**src/rtl/pixel_unpacker.sv**
```systemverilog
// AXI4-Stream receiver unpacking 4 RGB888 pixels from every 3 words, with x/y tagging and
// SOF/EOL framing checks. Optional FRAME_STATS_EN adds frame_count/err_count outputs.
module pixel_unpacker #(
  parameter int unsigned X_SIZE = 640,
  parameter int unsigned Y_SIZE = 480
) (
  input  logic        in_stream_aclk,
  input  logic        periph_resetn,
  input  logic [31:0] in_stream_tdata,
  input  logic [3:0]  in_stream_tkeep,
  input  logic        in_stream_tuser,
  input  logic        in_stream_tlast,
  input  logic        in_stream_tvalid,
  output logic        in_stream_tready,
  output logic [7:0]  r,
  output logic [7:0]  g,
  output logic [7:0]  b,
  output logic [9:0]  x,
  output logic [8:0]  y,
  output logic        sof,
  output logic        eol,
  output logic        pix_valid,
  input  logic        pix_ready,
  output logic        sof_err,
  output logic        eol_err
`ifdef FRAME_STATS_EN
  ,
  output logic [15:0] frame_count,
  output logic [15:0] err_count
`endif
);

  localparam int unsigned WPL = X_SIZE * 3 / 4;
  localparam int unsigned WcW = $clog2(WPL);
  localparam logic [9:0]     XMax  = 10'(X_SIZE - 1);
  localparam logic [8:0]     YMax  = 9'(Y_SIZE - 1);
  localparam logic [WcW-1:0] WcMax = WcW'(WPL - 1);

  typedef enum logic [1:0] {StP0, StP1, StP2, StP3} phase_e;

  phase_e         phase_q;
  logic [23:0]    hold_q;
  logic [WcW-1:0] wc_q;
  logic [9:0]     nx_q;
  logic [8:0]     ny_q;
  logic           brk_q;  // early EOL seen on a P2 word: line break after the P3 pixel

  logic           out_free, accept, p3_load, load, sync;
  phase_e         ph_eff, ph_nx;
  logic [23:0]    pix, hold_nx;
  logic [9:0]     tag_x, x_adv;
  logic [8:0]     tag_y, y_adv, y_inc;
  logic [WcW-1:0] wc_eff;
  logic           last_wc, early, missing, sof_bad, cut;
  logic           unused_tkeep;

  assign unused_tkeep     = ^in_stream_tkeep;
  assign out_free         = !pix_valid || pix_ready;
  assign in_stream_tready = periph_resetn && (phase_q != StP3) && out_free;
  assign accept           = in_stream_tvalid && in_stream_tready;
  assign p3_load          = (phase_q == StP3) && out_free;
  assign load             = accept || p3_load;
  assign sync             = accept && in_stream_tuser;

  always_comb begin
    ph_eff  = sync ? StP0 : phase_q;
    pix     = hold_q;
    hold_nx = hold_q;
    ph_nx   = StP0;
    unique case (ph_eff)
      StP0: begin
        pix     = in_stream_tdata[23:0];
        hold_nx = {16'h0, in_stream_tdata[31:24]};
        ph_nx   = StP1;
      end
      StP1: begin
        pix     = {in_stream_tdata[15:0], hold_q[7:0]};
        hold_nx = {8'h0, in_stream_tdata[31:16]};
        ph_nx   = StP2;
      end
      StP2: begin
        pix     = {in_stream_tdata[7:0], hold_q[15:0]};
        hold_nx = in_stream_tdata[31:8];
        ph_nx   = StP3;
      end
      StP3: begin
        pix     = hold_q;
        hold_nx = hold_q;
        ph_nx   = StP0;
      end
    endcase

    tag_x = sync ? 10'd0 : nx_q;
    tag_y = sync ? 9'd0 : ny_q;
    y_inc = (tag_y == YMax) ? 9'd0 : tag_y + 9'd1;
    if (tag_x == XMax) begin
      x_adv = 10'd0;
      y_adv = y_inc;
    end else begin
      x_adv = tag_x + 10'd1;
      y_adv = tag_y;
    end

    wc_eff  = sync ? '0 : wc_q;
    last_wc = (wc_eff == WcMax);
    early   = accept && in_stream_tlast && !last_wc;
    missing = accept && !in_stream_tlast && last_wc;
    sof_bad = sync && !(phase_q == StP0 && wc_q == '0 && nx_q == 10'd0 && ny_q == 9'd0);
    // Line break now unless a complete pixel is still held (P2 word): then defer to P3.
    cut     = (early && ph_eff != StP2) || (p3_load && brk_q);
  end

`ifdef FRAME_STATS_EN
  logic [16:0] err_sum;
  assign err_sum = {1'b0, err_count} + {16'h0, sof_bad} + {16'h0, early || missing};
`endif

  always_ff @(posedge in_stream_aclk) begin
    if (!periph_resetn) begin
      phase_q   <= StP0;
      hold_q    <= '0;
      wc_q      <= '0;
      nx_q      <= '0;
      ny_q      <= '0;
      brk_q     <= 1'b0;
      {r, g, b} <= '0;
      x         <= '0;
      y         <= '0;
      sof       <= 1'b0;
      eol       <= 1'b0;
      pix_valid <= 1'b0;
      sof_err   <= 1'b0;
      eol_err   <= 1'b0;
`ifdef FRAME_STATS_EN
      frame_count <= '0;
      err_count   <= '0;
`endif
    end else begin
      if (accept) begin
        phase_q <= (early && ph_eff != StP2) ? StP0 : ph_nx;
        hold_q  <= hold_nx;
        brk_q   <= early && (ph_eff == StP2);
        wc_q    <= (in_stream_tlast || last_wc) ? '0 : wc_eff + 1'b1;
      end else if (p3_load) begin
        phase_q <= StP0;
        brk_q   <= 1'b0;
      end

      if (load) begin
        nx_q      <= x_adv;
        ny_q      <= y_adv;
        {r, g, b} <= pix;
        x         <= tag_x;
        y         <= tag_y;
        sof       <= (tag_x == 10'd0) && (tag_y == 9'd0);
        eol       <= (tag_x == XMax);
        pix_valid <= 1'b1;
      end else if (pix_ready) begin
        pix_valid <= 1'b0;
      end
      if (cut) begin
        nx_q <= 10'd0;
        ny_q <= y_inc;
      end

      sof_err <= sof_bad;
      eol_err <= early || missing;
`ifdef FRAME_STATS_EN
      if (sync) frame_count <= frame_count + 16'd1;
      err_count <= err_sum[16] ? 16'hFFFF : err_sum[15:0];
`endif
    end
  end

endmodule
```
**config.mk**
```make
export PLATFORM = sky130hd
export DESIGN_NAME = pixel_unpacker
export DESIGN_NICKNAME = d
export VERILOG_FILES = /design/src/rtl/pixel_unpacker.sv
export SDC_FILE = /design/constraint.sdc
export NUM_CORES = 1
export LEC_CHECK = 0
export BUFFER_PORTS_ARGS = -buffer_cell sky130_fd_sc_hd__buf_2
export CAP_MARGIN = 30
export CORE_UTILIZATION = 30
export CTS_CLUSTER_DIAMETER = 40
export DETAILED_ROUTE_END_ITERATION = 16
export PLACE_DENSITY = 0.45
export SLEW_MARGIN = 20
export SYNTH_ARGS = -nofsm -noshare
export SYNTH_HDL_FRONTEND = slang
export SYNTH_SLANG_ARGS = --single-unit
```
**constraint.sdc**
```tcl
create_clock -name in_stream_aclk -period 4.3 [get_ports in_stream_aclk]
set_input_delay 0.215 -clock in_stream_aclk [delete_from_list [all_inputs] [get_ports in_stream_aclk]]
set_output_delay 0.215 -clock in_stream_aclk [all_outputs]
set_load 0.05 [all_outputs]
```
# After elaboration in Yosys (flattened, before gate mapping)
# Cells that the tools add are included.
dict set report word_totals {
  regBits 103
  inputBits 42
}
dict set report op_classes {
  n_addsub 3
  eq_ne 9
  mux 20
  bitwise 2
  n_reduce_logical 38
}
# op n
set op_table {}
lappend op_table {{$pmux W24 S4} 1}
lappend op_table {{$pmux W24 S3} 1}
lappend op_table {{$mux W9} 7}
lappend op_table {{$logic_not A9 Y1} 3}
lappend op_table {{$logic_not A10 Y1} 2}
lappend op_table {{$mux W10} 2}
lappend op_table {{$add A9 B1 Y9 const B} 2}
lappend op_table {{$eq A9 B9 Y1 const B} 2}
lappend op_table {{$logic_and A1 B1 Y1} 17}
lappend op_table {{$add A10 B1 Y10 const B} 1}
lappend op_table {{$eq A10 B10 Y1 const B} 1}
lappend op_table {{$mux W2} 4}
lappend op_table {{$pmux W2 S4} 1}
lappend op_table {{$eq A2 B2 Y1 const B} 3}
lappend op_table {{$reduce_bool A2 Y1} 3}
lappend op_table {{$logic_or A1 B1 Y1} 5}
lappend op_table {{$logic_not A1 Y1} 4}
lappend op_table {{$logic_not A2 Y1} 2}
lappend op_table {{$mux W1} 4}
lappend op_table {{$ne A2 B2 Y1 const B} 2}
lappend op_table {{$eq A2 B1 Y1 const B} 1}
lappend op_table {{$not A1 Y1} 2}
lappend op_table {{$reduce_and A2 Y1} 1}
lappend op_table {{$reduce_or A2 Y1} 1}

# Depth between registers and ports, before layout
# Gate-level depths: netlist of the first run.
dict set report depth {
  ltp_word 12
  ltp_mapped 14
  ltp_nobuf 11
}

# Worst setup path after synthesis of the first run
# OpenSTA, ideal clock, no wires.
dict set report synth_path {
  path_kind {register -> register}
  from {register pix_valid}
  to {register b[0]}
  arrival_ps 3175
  required_ps 4220
  path_slack_ps 1045
  path_stages_with_launch 15
  n_path_buf 4
  path_cell_list {dfxtp_1 -> nand2b_1 -> nand4_2 -> clkbuf_1 -> clkbuf_1 -> nand2_1 -> inv_1 -> ha_1 -> clkbuf_1 -> or2_2 -> clkbuf_1 -> nor2_1 -> nor2_1 -> a221oi_1 -> nor3b_1}
}
dict set report synth_via {
  elab_chain_cells 8
  word_cells_on_any_way 13
}
# element line
set synth_lines {}
lappend synth_lines {{start: declaration} 22} ;# output logic pix_valid,
lappend synth_lines {{start signal: assignment} 131} ;# pix_valid <= 1'b0;
lappend synth_lines {{start signal: assignment} 157} ;# pix_valid <= 1'b1;
lappend synth_lines {{start signal: assignment} 159} ;# pix_valid <= 1'b0;
lappend synth_lines {{$logic_not A1 Y1 *} 58} ;# assign out_free = !pix_valid || pix_ready;
lappend synth_lines {{$logic_or A1 B1 Y1 *} 58}
lappend synth_lines {{$logic_and A1 B1 Y1} 59} ;# assign in_stream_tready = periph_resetn && (phase_q != StP3) && out_free;
lappend synth_lines {{$logic_and A1 B1 Y1} 60} ;# assign accept = in_stream_tvalid && in_stream_tready;
lappend synth_lines {{$logic_and A1 B1 Y1} 63} ;# assign sync = accept && in_stream_tuser;
lappend synth_lines {{$mux W2} 66} ;# ph_eff = sync ? StP0 : phase_q;
lappend synth_lines {{$eq A2 B2 Y1 (tied with other cells)} 70} ;# unique case (ph_eff)
lappend synth_lines {{$pmux W24 S4} 70}
lappend synth_lines {{end signal: assignment} 152} ;# {r, g, b} <= pix;
lappend synth_lines {{end: declaration} 17} ;# output logic [7:0] b,
# Mark *: on every way between the ends. The rest lies on a longest branch, timed or not.
# A chain may end at the register's enable or synchronous reset.

# Worst setup path in the final report of the first run
dict set report layout_path {
  from {register phase_q[0]}
  to {register ny_q[8]}
}
dict set report layout_via {
  word_cells_on_any_way 28
}
# element line
set layout_rtl {}
lappend layout_rtl {{start: declaration} 41} ;# phase_e phase_q;
lappend layout_rtl {{start signal: assignment} 120} ;# phase_q <= StP0;
lappend layout_rtl {{start signal: assignment} 140} ;# phase_q <= (early && ph_eff != StP2) ? StP0 : ph_nx;
lappend layout_rtl {{start signal: assignment} 145} ;# phase_q <= StP0;
lappend layout_rtl {{$ne A2 B2 Y1} 59}
lappend layout_rtl {{$logic_and A1 B1 Y1 (2 in a row)} 59}
lappend layout_rtl {{$logic_and A1 B1 Y1} 60}
lappend layout_rtl {{$logic_and A1 B1 Y1} 63}
lappend layout_rtl {{$mux W10} 93} ;# tag_x = sync ? 10'd0 : nx_q;
lappend layout_rtl {{named net tag_x[0]} 51} ;# logic [9:0] tag_x, x_adv;
lappend layout_rtl {{$eq A10 B10 Y1} 96} ;# if (tag_x == XMax) begin
lappend layout_rtl {{$mux W9} 96}
lappend layout_rtl {{$mux W9} 149} ;# if (load) begin
lappend layout_rtl {{$mux W9} 161} ;# if (cut) begin
lappend layout_rtl {{end signal: assignment} 151} ;# ny_q <= y_adv;
lappend layout_rtl {{end signal: assignment} 163} ;# ny_q <= y_inc;
lappend layout_rtl {{end: declaration} 45} ;# logic [8:0] ny_q;
# The timed path passes the listed nets, and every way through them passes these cells. The select of a mux whose other input is x is not followed.

==> out/metrics.csv, run 1 <==
stage,metric,value,unit
placed_design,port buffer count,86,
synthesis,#FFs+latches synth,103,
timing,final clock skew,0.009341,ns
pwr,pwr/cell area,352.1,mW/mm2
detailed_routing,via/cell ratio,5.343,
clock_network,hold_buf cts,0,
timing,f_max,0.2939,GHz
clock_network,H-tree Lvls,3,
cells_and_area,Multi-input gate area,0.002965,mm2
cells_and_area,Post-Layout Cell Count,954,
worst_hold_path,hold_sp,in_stream_tdata[30],
clock_network,Resized Gates After CTS,0,
setup_path,Reg2Reg Setup Slack,0.90,ns
timing,final hold violations,0,
cells_and_area,Fill cells,1793,
synthesis,Synth area leader,dfxtp_1,
detailed_routing,post-route antenna net violation count,0,
detailed_routing,Routed WL,15910,um
placed_design,gpl congestion,0.8839,
die,Die Area,0.01794,mm2
timing,unrepaired setup endpoints after global routing,no,
timing,# setup viols final,0,
setup_path,R2R Path Start,phase_q[0],
pwr,leakage,2.340,nW
cells_and_area,ratio of cells with drive above 1 in the final layout,17.71,%
placed_design,placed cell count,938,
cells_and_area,Reg area,0.002062,mm2
detailed_routing,First-pass DRT Iterations,5,
detailed_routing,via count,5097,
global_routing,vias in the first global route,4781,
die,io pins,91,
pwr,Worst VDD drop,183.3,uV
synthesis,Post-synth top flop,dfxtp_1,
detailed_routing,average wire per standard cell,16.68,um
global_routing,initial antenna violation count,3,
setup_path,Worst Setup SP,phase_q[0],
synthesis,average size of a mapped cell,7.797,um2
run,Max-cap violations,0,
cells_and_area,Area Overhead vs Synth,18.42,%
clock_network,CTS sink cnt,103,
synthesis,Synth top area share,39.47,%
detailed_routing,Iteration-0 DRC Markers,354,
clock_network,"Reg clk slew, reported paths",0.08,ns
timing,post-route clock period utilization,79.12,%
timing,post-route setup TNS,0,ns
timing,Tmin final,3.402,ns
synthesis,Synth async-reset ratio,0,%
setup_path,CP arrival,3.65,ns
placed_design,Placed Area,0.005857,mm2
clock_network,CTS tree,done,
die,Die Width,134.0,um
cells_and_area,post-layout util,36.78,%
timing,pins over their slew limit,0,
synthesis,synthesized area,0.005224,mm2
die,initial core utilization,31.06,%
cells_and_area,# diodes,0,
cells_and_area,cell area after layout,0.006186,mm2
worst_hold_path,Hold Path Class,in2reg,
synthesis,Area contributors post-synth,"dfxtp_1 (39%), nand2_1 (9.6%), a21boi_0 (7.5%)",
setup_path,CP Capture Type,register,
setup_path,Crit Path Category,reg2reg,
detailed_routing,DRC errors left,0,
synthesis,syn_nets,721,
synthesis,Cells after Synth,670,
clock_network,clk root buf,clkbuf_16,
status,status,"finished, final reports clean",
cells_and_area,Final nets,780,
clock_network,Num CTS Buffers,9,
synthesis,"Seq/Total Area, Yosys",39.47,%
die,core area,0.01682,mm2
setup_path,worst-path fanout max,21,
global_routing,Congestion Overflow GR,0,
synthesis,Synth cell types,51,
clock_network,Clock Latency Late Sink,0.36,ns
timing,Worst slew margin,44.11,%
global_routing,first-pass GRT wire length,25540,um
global_routing,largest net degree at the start of global routing,95,
clock_network,Longest Clk Path Bufs,2,
timing,worst slew pin tran,0.8384,ns
global_routing,total track usage,18.00,%
clock_network,postcts setup bufs,0,
synthesis,number of enable flip-flop cells after synthesis,0,
placed_design,Post-DP HPWL,10820,um
setup_path,Critical Path RT,4.54,ns
synthesis,Yosys warning count,0,
setup_path,Setup crit start kind,register,
die,Die Ht,134.0,um
die,# rows,47,
registers in the layout, summed over array words and instances, names as in the netlist, 8 cells and up:
signal / cells
ny_q: 9
r: 8
g: 8
y: 9
nx_q: 10
wc_q: 9
x: 10
b: 8
hold_q: 24
power breakdown:
part,switching [W],leakage [nW],internal (W)
logic,0.000190,1.35,0.0000790
registers,0.0000130,0.835,0.000975
clock network,0.000391,0.159,0.000530
cell usage after synthesis, drive strengths merged (5+ instances only):
| library cell | instances |
|---|---|
| nand2 | 135 |
| dfxtp | 103 |
| a21boi | 52 |
| o21ai | 49 |
| clkbuf | 45 |
| nand3 | 38 |
| a21oi | 29 |
| a22oi | 27 |
| nor2 | 27 |
| nor2b | 22 |
| nor3 | 14 |
| and2 | 12 |
| nand4 | 12 |
| nor3b | 10 |
| nor4 | 10 |
| a221oi | 9 |
| ha | 9 |
| inv | 9 |
| a222oi | 8 |
| and3 | 7 |
| buf | 5 |
path summary, 6_finish.rpt:
check                             endpoint  depth (start not counted)
worst min-delay path            hold_q[22]                          3
worst max register to register     ny_q[8]                         11
worst min register to register        x[6]                          2
worst max-delay path               ny_q[8]                         11
cell usage in the layout, fill, tap and decap left out, drive strengths merged, types with 3 or more instances in the layout:
cell type,count
nand2,135
dfxtp,103
buf,98
a21boi,52
o21ai,49
nand3,38
a21oi,29
a22oi,27
nor2,27
nor2b,22
nor3,14
and2,12
nand4,12
inv,11
nor4,10
nor3b,10
clkbuf,10
a221oi,9
ha,9
a222oi,8
and3,7
a31o,4
a31oi,3
o211ai,3
or4,3
critical path, cell delays in order, from the launching register on:
cell and delay (ns):
dfxtp_1 0.43, nand2_1 0.18, nand4_2 0.43, nand2_1 0.20, inv_1 0.09, ha_1 0.20, nand3_2 0.13, nor2_2 0.22
nand4_1 0.42, a21oi_1 0.64, nand4_1 0.19, mux2i_1 0.15
cell families after synthesis:
kind of cell	synth area share [%]
XOR/XNOR	0.1677
multiplexers	0.3832
buffers and inverters	4.239
adder cells (fa/ha/maj)	2.156
AND/OR/NAND/NOR	28.55
AO/OA/AOI/OAI	25.03
flip-flops	39.47
final cells by class:
cell class / count / area share [%]
inverter: 9 / 0.5461
sequential: 103 / 33.33
timing repair buffer: 98 / 8.414
tap: 220 / 4.450
multi-input combinational: 508 / 47.94
clock buffer: 10 / 3.863
clock inverter: 6 / 1.456
per-stage QoR:
stage          setup WS [ns]  total power [W]  hold WS [ns]
3_5_place_dp          0.8623         0.001282        0.4584
6_report              0.8976         0.002178        0.1517
5_1_grt               0.5236         0.002277        0.1582
4_1_cts               0.8566         0.002215        0.1325
3_3_place_gp          0.9018         0.001280        0.4512
2_1_floorplan          1.045         0.001187        0.3626
per-layer routing:
layer  share of wire (%)  vias up  GRT usage (%)
met4                 2.0        2          7.008
met3                 5.0       18          3.326
met2                  48      132          30.77
li1                    -     2519              -
met1                  45     2426          22.30
met5               0.063        -              0
No activity file was read; power rests on OpenSTA's default activity.
==> inputs of run 2 (changes only) <==
Clock period 4.3 ns to 3.4 ns, I/O delays scaled along.
==> run 2 against run 1 <==
  * Non-clock buffer count is 5 higher
  * Combinational power is 28% higher
  * Fmax is 11% higher
  * Setup slack worse by 0.55 ns
  * Clock power is 25% higher
  * Largest cell class unchanged
  * Highest routed layer unchanged
==> out/metrics.csv, run 2 (same netlist as run 1, synthesis figures left out) <==
stage,metric,value,unit,change
status,status,"finished, final reports clean",,
setup_path,Crit Path Category,reg2reg,,
die,Die Area,0.01794,mm2,unchanged
detailed_routing,wl on met1,7055,um,-0.93%
timing,worst slew pin tran,0.8648,ns,+0.02647 ns
timing,f_max,0.3271,GHz,+11%
timing,final hold violations,0,,unchanged
pwr,pwr/cell area,441.0,mW/mm2,+25%
clock_network,CTS tree,done,,
die,Die Width,134.0,um,unchanged
clock_network,"Reg clk slew, reported paths",0.07,ns,about the same
global_routing,vias in the first global route,4825,,+0.92%
worst_hold_path,Hold Crit Depth,3,,unchanged
timing,hold_ws,0.1086,ns,-0.04315 ns
clock_network,CTS sink cnt,103,,unchanged
setup_path,CP Capture Type,register,,
clock_network,H-tree Lvls,3,,unchanged
detailed_routing,met3 routed WL,863,um,+8.6%
setup_path,Critical Path RT,3.66,ns,-0.88 ns
timing,post-route clock period utilization,89.91,%,+11 points
detailed_routing,First-pass DRT Iterations,5,,unchanged
cells_and_area,ratio of cells with drive above 1 in the final layout,17.86,%,+0.15 points
run,Max-cap violations,0,,unchanged
detailed_routing,DRC errors left,0,,unchanged
global_routing,initial antenna violation count,2,,-1
cells_and_area,leading registers by flop count,"hold_q (24), nx_q (10), x (10)",,
clock_network,clk root buf,clkbuf_16,,
placed_design,gpl congestion,0.8286,,-6.3%
cells_and_area,Fill cells,1862,,+3.8%
setup_path,CP arrival,3.31,ns,-0.34 ns
clock_network,Clock Latency Late Sink,0.35,ns,about the same
worst_hold_path,Hold Path Class,in2reg,,
timing,# setup viols final,0,,unchanged
setup_path,Setup crit start kind,register,,
detailed_routing,average wire per standard cell,16.61,um,-0.41%
timing,Tmin final,3.057,ns,-0.3453 ns
detailed_routing,via count,5172,,+1.5%
clock_network,postcts setup bufs,0,,unchanged
clock_network,Num CTS Buffers,9,,unchanged
detailed_routing,via/cell ratio,5.388,,+0.84%
setup_path,worst-case reg-to-reg path depth,11,,unchanged
placed_design,Post-DP HPWL,10870,um,+0.44%
global_routing,Congestion Overflow GR,0,,unchanged
timing,pins over their slew limit,0,,unchanged
clock_network,Resized Gates After CTS,0,,unchanged
cells_and_area,most flop-heavy register,hold_q,,
detailed_routing,WL met2,7734,um,+0.77%
cells_and_area,"commonest cells after routing, fill and taps aside","nand2_1 (134), dfxtp_1 (103), buf_2 (86)",,
detailed_routing,Routed WL,15950,um,+0.21%
die,# rows,47,,unchanged
detailed_routing,post-route antenna net violation count,0,,unchanged
cells_and_area,max reg flops,24,,unchanged
timing,post-route setup TNS,0,ns,unchanged
die,initial core utilization,31.06,%,unchanged
global_routing,first-pass GRT wire length,25250,um,-1.1%
timing,final clock skew,0.007292,ns,-0.002049 ns
cells_and_area,Final nets,785,,+0.64%
global_routing,largest net degree at the start of global routing,95,,unchanged
cells_and_area,post-layout util,37.03,%,+0.25 points
die,Die Ht,134.0,um,unchanged
clock_network,hold_buf cts,0,,unchanged
placed_design,dpl ws,0.3618,ns,-0.5004 ns
timing,Worst slew margin,42.34,%,-1.8 points
die,core area,0.01682,mm2,unchanged
detailed_routing,highest metal used,met5,,
timing,post-route setup slack,0.3429,ns,-0.5547 ns
cells_and_area,Area Overhead vs Synth,19.21,%,
setup_path,worst-path fanout max,8,,-62%
die,io pins,91,,unchanged
cells_and_area,"commonest non-fill, non-tap cell in the layout",nand2_1,,
detailed_routing,Iteration-0 DRC Markers,306,,-14%
clock_network,Longest Clk Path Bufs,2,,unchanged
pwr,leakage,2.366,nW,+1.1%
pwr,Worst VDD drop,258.6,uV,+41%
placed_design,port buffer count,86,,unchanged
global_routing,total track usage,17.95,%,-0.057 points
timing,unrepaired setup endpoints after global routing,no,,
## run 2: cell type report
class | count | area (um2) | share of cell area [%]
well taps | 220 | 275.3 | 4.420
clock inverters | 3 | 65.06 | 1.045
flip-flops and latches | 103 | 2062 | 33.11
diodes | 1 | 2.502 | 0.04018
multi-input cells | 508 | 2963 | 47.58
clock buffers | 13 | 260.3 | 4.179
inverters | 9 | 33.78 | 0.5425
repair buffers | 103 | 565.5 | 9.082
## run 2: final timing paths
path              slack [ns]          to           startpoint
setup reg to reg        0.34     ny_q[3]           phase_q[0]
hold / removal          0.11  hold_q[21]  in_stream_tdata[29]
hold reg to reg         0.46        x[5]                 x[5]
setup / recovery        0.34     ny_q[3]           phase_q[0]
## run 2: where the power goes
group	internal, W	switching, W	leakage (nW)
registers	0.00123	0.0000160	0.835
logic	0.000103	0.000242	1.37
clock network	0.000686	0.000466	0.160
## run 2: per-layer routing
layer,up-vias,global-route usage (%)
met5,-,0
met4,2,5.177
met3,19,5.064
met2,128,30.92
met1,2491,21.62
li1,2532,-
## run 2: worst max-delay path, cell delays in order (launching register included)
cell,delay [ns]
dfxtp_1,0.42
nand2_1,0.19
nand4_2,0.24
nand2_1,0.15
inv_1,0.08
ha_1,0.22
nand3_2,0.13
nor2_2,0.21
nand4_1,0.35
a21oi_1,0.58
a21oi_1,0.13
a211oi_1,0.26
## run 2: through the flow
step / cells / total power (W) / instance area [um2]
6_report: 960 / 0.002746 / 6227
5_1_grt: 959 / 0.002864 / 6225
4_1_cts: 959 / 0.002794 / 6225
3_5_place_dp: 943 / 0.001625 / 5899
3_3_place_gp: 942 / 0.001619 / 5884
2_1_floorplan: 670 / 0.001501 / 5224
==> inputs of run 3 (changes only) <==
Settings changed: ABC_AREA set to 1.
Clock period 3.4 ns to 3.15 ns, I/O delays scaled along.
==> run 3 against run 2 <==
  * Sequential power is 13% higher
  * Sequential cell count stayed put
  * Critical path type unchanged
  * Fmax is 8.0% higher
  * Global-route usage is 1.1 points higher
  * Highest routed layer unchanged
  * Total power is 15% higher
==> out/metrics.csv, run 3 <==
stage,metric,value,unit,change
status,status,"finished, final reports clean",,
synthesis,Synth async-reset ratio,0,%,unchanged
synthesis,"top cells by count, synth","nand2_1 (157), o21ai_0 (105), dfxtp_1 (103)",,
global_routing,layer with the highest usage,met2,,
placed_design,placed cell count,1071,,+14%
pwr,Seq pwr share,44.7,%,-0.8 points
detailed_routing,DRC errors left,0,,unchanged
die,initial core utilization,31.11,%,+0.048 points
synthesis,Synth cell types,41,,-20%
clock_network,Clock Latency Late Sink,0.37,ns,+0.02 ns
global_routing,largest net degree at the start of global routing,75,,-21%
die,Die Width,136.9,um,+2.2%
synthesis,most frequent cell after synthesis,nand2_1,,
pwr,pwr/cell area,494.3,mW/mm2,+12%
clock_network,clk root buf,clkbuf_16,,
detailed_routing,average wire per standard cell,15.80,um,-4.9%
die,# rows,48,,+2.1%
cells_and_area,Fill cells,1861,,-0.054%
run,Max-cap violations,0,,unchanged
cells_and_area,max reg flops,24,,unchanged
clock_network,Longest Clk Path Bufs,2,,unchanged
timing,post-route setup slack,0.3184,ns,-0.02448 ns
pwr,leakage,2.711,nW,+15%
synthesis,Cells after Synth,794,,+19%
global_routing,met3 Resource Use GR,5.963,%,+0.90 points
timing,final clock skew,0.01814,ns,+0.01085 ns
setup_path,CP Capture Type,register,,
global_routing,initial antenna violation count,2,,unchanged
pwr,Pint,0.002091,W,+3.4%
placed_design,gpl congestion,0.8461,,+2.1%
synthesis,Yosys warning count,0,,unchanged
pwr,Worst VDD drop,291.2,uV,+13%
setup_path,crit-path cells,nand2_1 -> nand2_2 -> nor2_4 -> nand3_4 -> inv_2 -> nor2_1 -> inv_1 -> ha_1 -> clkinvlp_4 -> nand3_1 -> a41oi_1,,
cells_and_area,leading registers by flop count,"hold_q (24), nx_q (10), x (10)",,
global_routing,vias in the first global route,5243,,+8.7%
worst_hold_path,Hold Path Class,in2reg,,
setup_path,worst-path fanout max,18,,+10
timing,Worst slew margin,50.97,%,+8.6 points
timing,unrepaired setup endpoints after global routing,no,,
synthesis,number of enable flip-flop cells after synthesis,0,,unchanged
global_routing,M2 GR Usage,30.43,%,-0.49 points
timing,pins over their slew limit,0,,unchanged
setup_path,CP arrival,3.06,ns,-0.25 ns
cells_and_area,Post-Layout Cell Count,1089,,+13%
clock_network,CTS sink cnt,103,,unchanged
die,core area,0.01754,mm2,+4.3%
pwr,sw frac,33.84,%,+7.5 points
timing,# setup viols final,0,,unchanged
cells_and_area,"commonest cells after routing, fill and taps aside","nand2_1 (156), o21ai_0 (105), dfxtp_1 (103)",,
cells_and_area,most flop-heavy register,hold_q,,
setup_path,Crit Path Category,reg2reg,,
global_routing,first-pass GRT wire length,27330,um,+8.2%
detailed_routing,First-pass DRT Iterations,5,,unchanged
timing,post-route clock period utilization,89.89,%,about the same
clock_network,H-tree Lvls,3,,unchanged
detailed_routing,via count,5574,,+7.8%
pwr,clock network power share,37.1,%,-4.9 points
cells_and_area,"commonest non-fill, non-tap cell in the layout",nand2_1,,
synthesis,Area contributors post-synth,"dfxtp_1 (38%), nand2_1 (11%), o21ai_0 (9.6%)",,
placed_design,Post-DP HPWL,12120,um,+11%
synthesis,synthesized area,0.005455,mm2,+4.4%
placed_design,port buffer count,86,,unchanged
cells_and_area,post-layout util,36.47,%,-0.56 points
pwr,Total Power,0.003161,W,+15%
clock_network,"Reg clk slew, reported paths",0.09,ns,+0.02 ns
clock_network,CTS tree,done,,
synthesis,#FFs+latches synth,103,,unchanged
setup_path,slowest CP cell,ha_1,,
timing,final hold violations,0,,unchanged
cells_and_area,Final nets,908,,+16%
synthesis,average size of a mapped cell,6.871,um2,-12%
timing,worst slew pin tran,0.7354,ns,-0.1294 ns
pwr,combinational fraction of design power,18.2,%,+5.6 points
clock_network,Num CTS Buffers,9,,unchanged
cells_and_area,ratio of cells with drive above 1 in the final layout,16.71,%,-1.2 points
synthesis,"Seq/Total Area, Yosys",37.80,%,-1.7 points
setup_path,Critical Path RT,3.38,ns,-0.28 ns
detailed_routing,post-route antenna net violation count,0,,unchanged
global_routing,met1 Resource Use GR,24.08,%,+2.5 points
setup_path,max incr delay on CP,0.62,ns,+0.04 ns
die,io pins,91,,unchanged
timing,post-route setup TNS,0,ns,unchanged
detailed_routing,Iteration-0 DRC Markers,447,,+46%
die,Die Area,0.01873,mm2,+4.4%
timing,f_max,0.3532,GHz,+8.0%
synthesis,Synth top area share,37.80,%,-1.7 points
die,Die Ht,136.9,um,+2.2%
global_routing,Congestion Overflow GR,0,,unchanged
setup_path,Setup crit start kind,register,,
detailed_routing,Routed WL,17210,um,+7.9%
pwr,reported net switching power,0.001070,W,+48%
global_routing,total track usage,19.05,%,+1.1 points
timing,Tmin final,2.832,ns,-0.2255 ns
synthesis,syn_nets,845,,+17%
detailed_routing,via/cell ratio,5.118,,-5.0%
placed_design,dpl ws,0.1928,ns,-0.1690 ns
synthesis,Synth area leader,dfxtp_1,,
synthesis,Post-synth top flop,dfxtp_1,,
cells_and_area,Area Overhead vs Synth,17.22,%,
## run 3: cell types whose count changed after synthesis, moves of 10 or more
| cell | delta |
|---|---|
| clkbuf_1 | -11 |
| nor3_1 | -10 |
| a21boi_0 | -52 |
| a22oi_1 | -24 |
| a21oi_1 | +27 |
| o21ai_0 | +57 |
| and2_1 | -11 |
| nor2_1 | +33 |
| a31oi_1 | +11 |
| o22ai_1 | +10 |
| nand3_1 | +28 |
| inv_1 | +73 |
| nand2_1 | +23 |
| nor2b_1 | -22 |
## run 3: metal layers
layer	part of all wire [%]	routed length (um)
met1	45	7684
met5	0.064	11
met4	2.4	417
met2	46	7907
met3	6.9	1188
## run 3: per-stage QoR
step | instance area (um2) | hold slack [ns]
2_1_floorplan | 5455 | 0.2982
3_3_place_gp | 6076 | 0.4240
3_5_place_dp | 6076 | 0.4286
4_1_cts | 6384 | 0.03498
5_1_grt | 6390 | 0.06004
6_report | 6395 | 0.04098
## run 3: area by class of cell
| class | instances | area [um2] | area share [%] |
|---|---|---|---|
| diodes | 2 | 5.005 | 0.07826 |
| flip-flops and latches | 103 | 2062 | 32.24 |
| clock buffers | 9 | 225.2 | 3.522 |
| multi-input cells | 556 | 2873 | 44.92 |
| inverters | 89 | 345.3 | 5.400 |
| repair buffers | 98 | 520.5 | 8.139 |
| well taps | 225 | 281.5 | 4.402 |
| clock inverters | 7 | 82.58 | 1.291 |
## run 3: critical path, delay by kind of cell (launching register included)
kind                     cells  cell delay [ns]
buffers and inverters        3             0.74
AND/OR/NAND/NOR              6             0.78
flip-flops                   1             0.41
adder cells (fa/ha/maj)      1             0.62
AO/OA/AOI/OAI                1             0.13
## run 3: final timing paths
kind,cells after the start,slack [ns],startpoint,end
worst max-delay path,11,0.32,phase_q[1],hold_q[5]
worst min-delay path,3,0.04,in_stream_tdata[30],hold_q[22]
worst max register to register,11,0.32,phase_q[1],hold_q[5]
worst min register to register,2,0.47,sof,sof
## run 3: kinds of logic after synthesis
logic type,synth area share (%)
compound gates,21.97
xor+xnor,1.284
fa+ha+maj,2.064
buf+inv,9.725
flops,37.80
simple gates,27.16
## run 3: power by group through the flow
stage / sequential [W] / clock (W) / combinational [W]
finish: 0.00141 / 0.00117 / 0.000576
global route: 0.00142 / 0.00126 / 0.000628
CTS: 0.00141 / 0.00122 / 0.000578
detailed placement: 0.00144 / 0 / 0.000576
global placement: 0.00144 / 0 / 0.000573
floorplan: 0.00158 / 0 / 0.000258
## run 3: repair_timing
action / 4_1_cts / 5_1_grt
setup endpoints to repair: 0 / 20
resized for setup: 0 / 2
hold buffers: 0 / 0
buffers inserted: 0 / 0
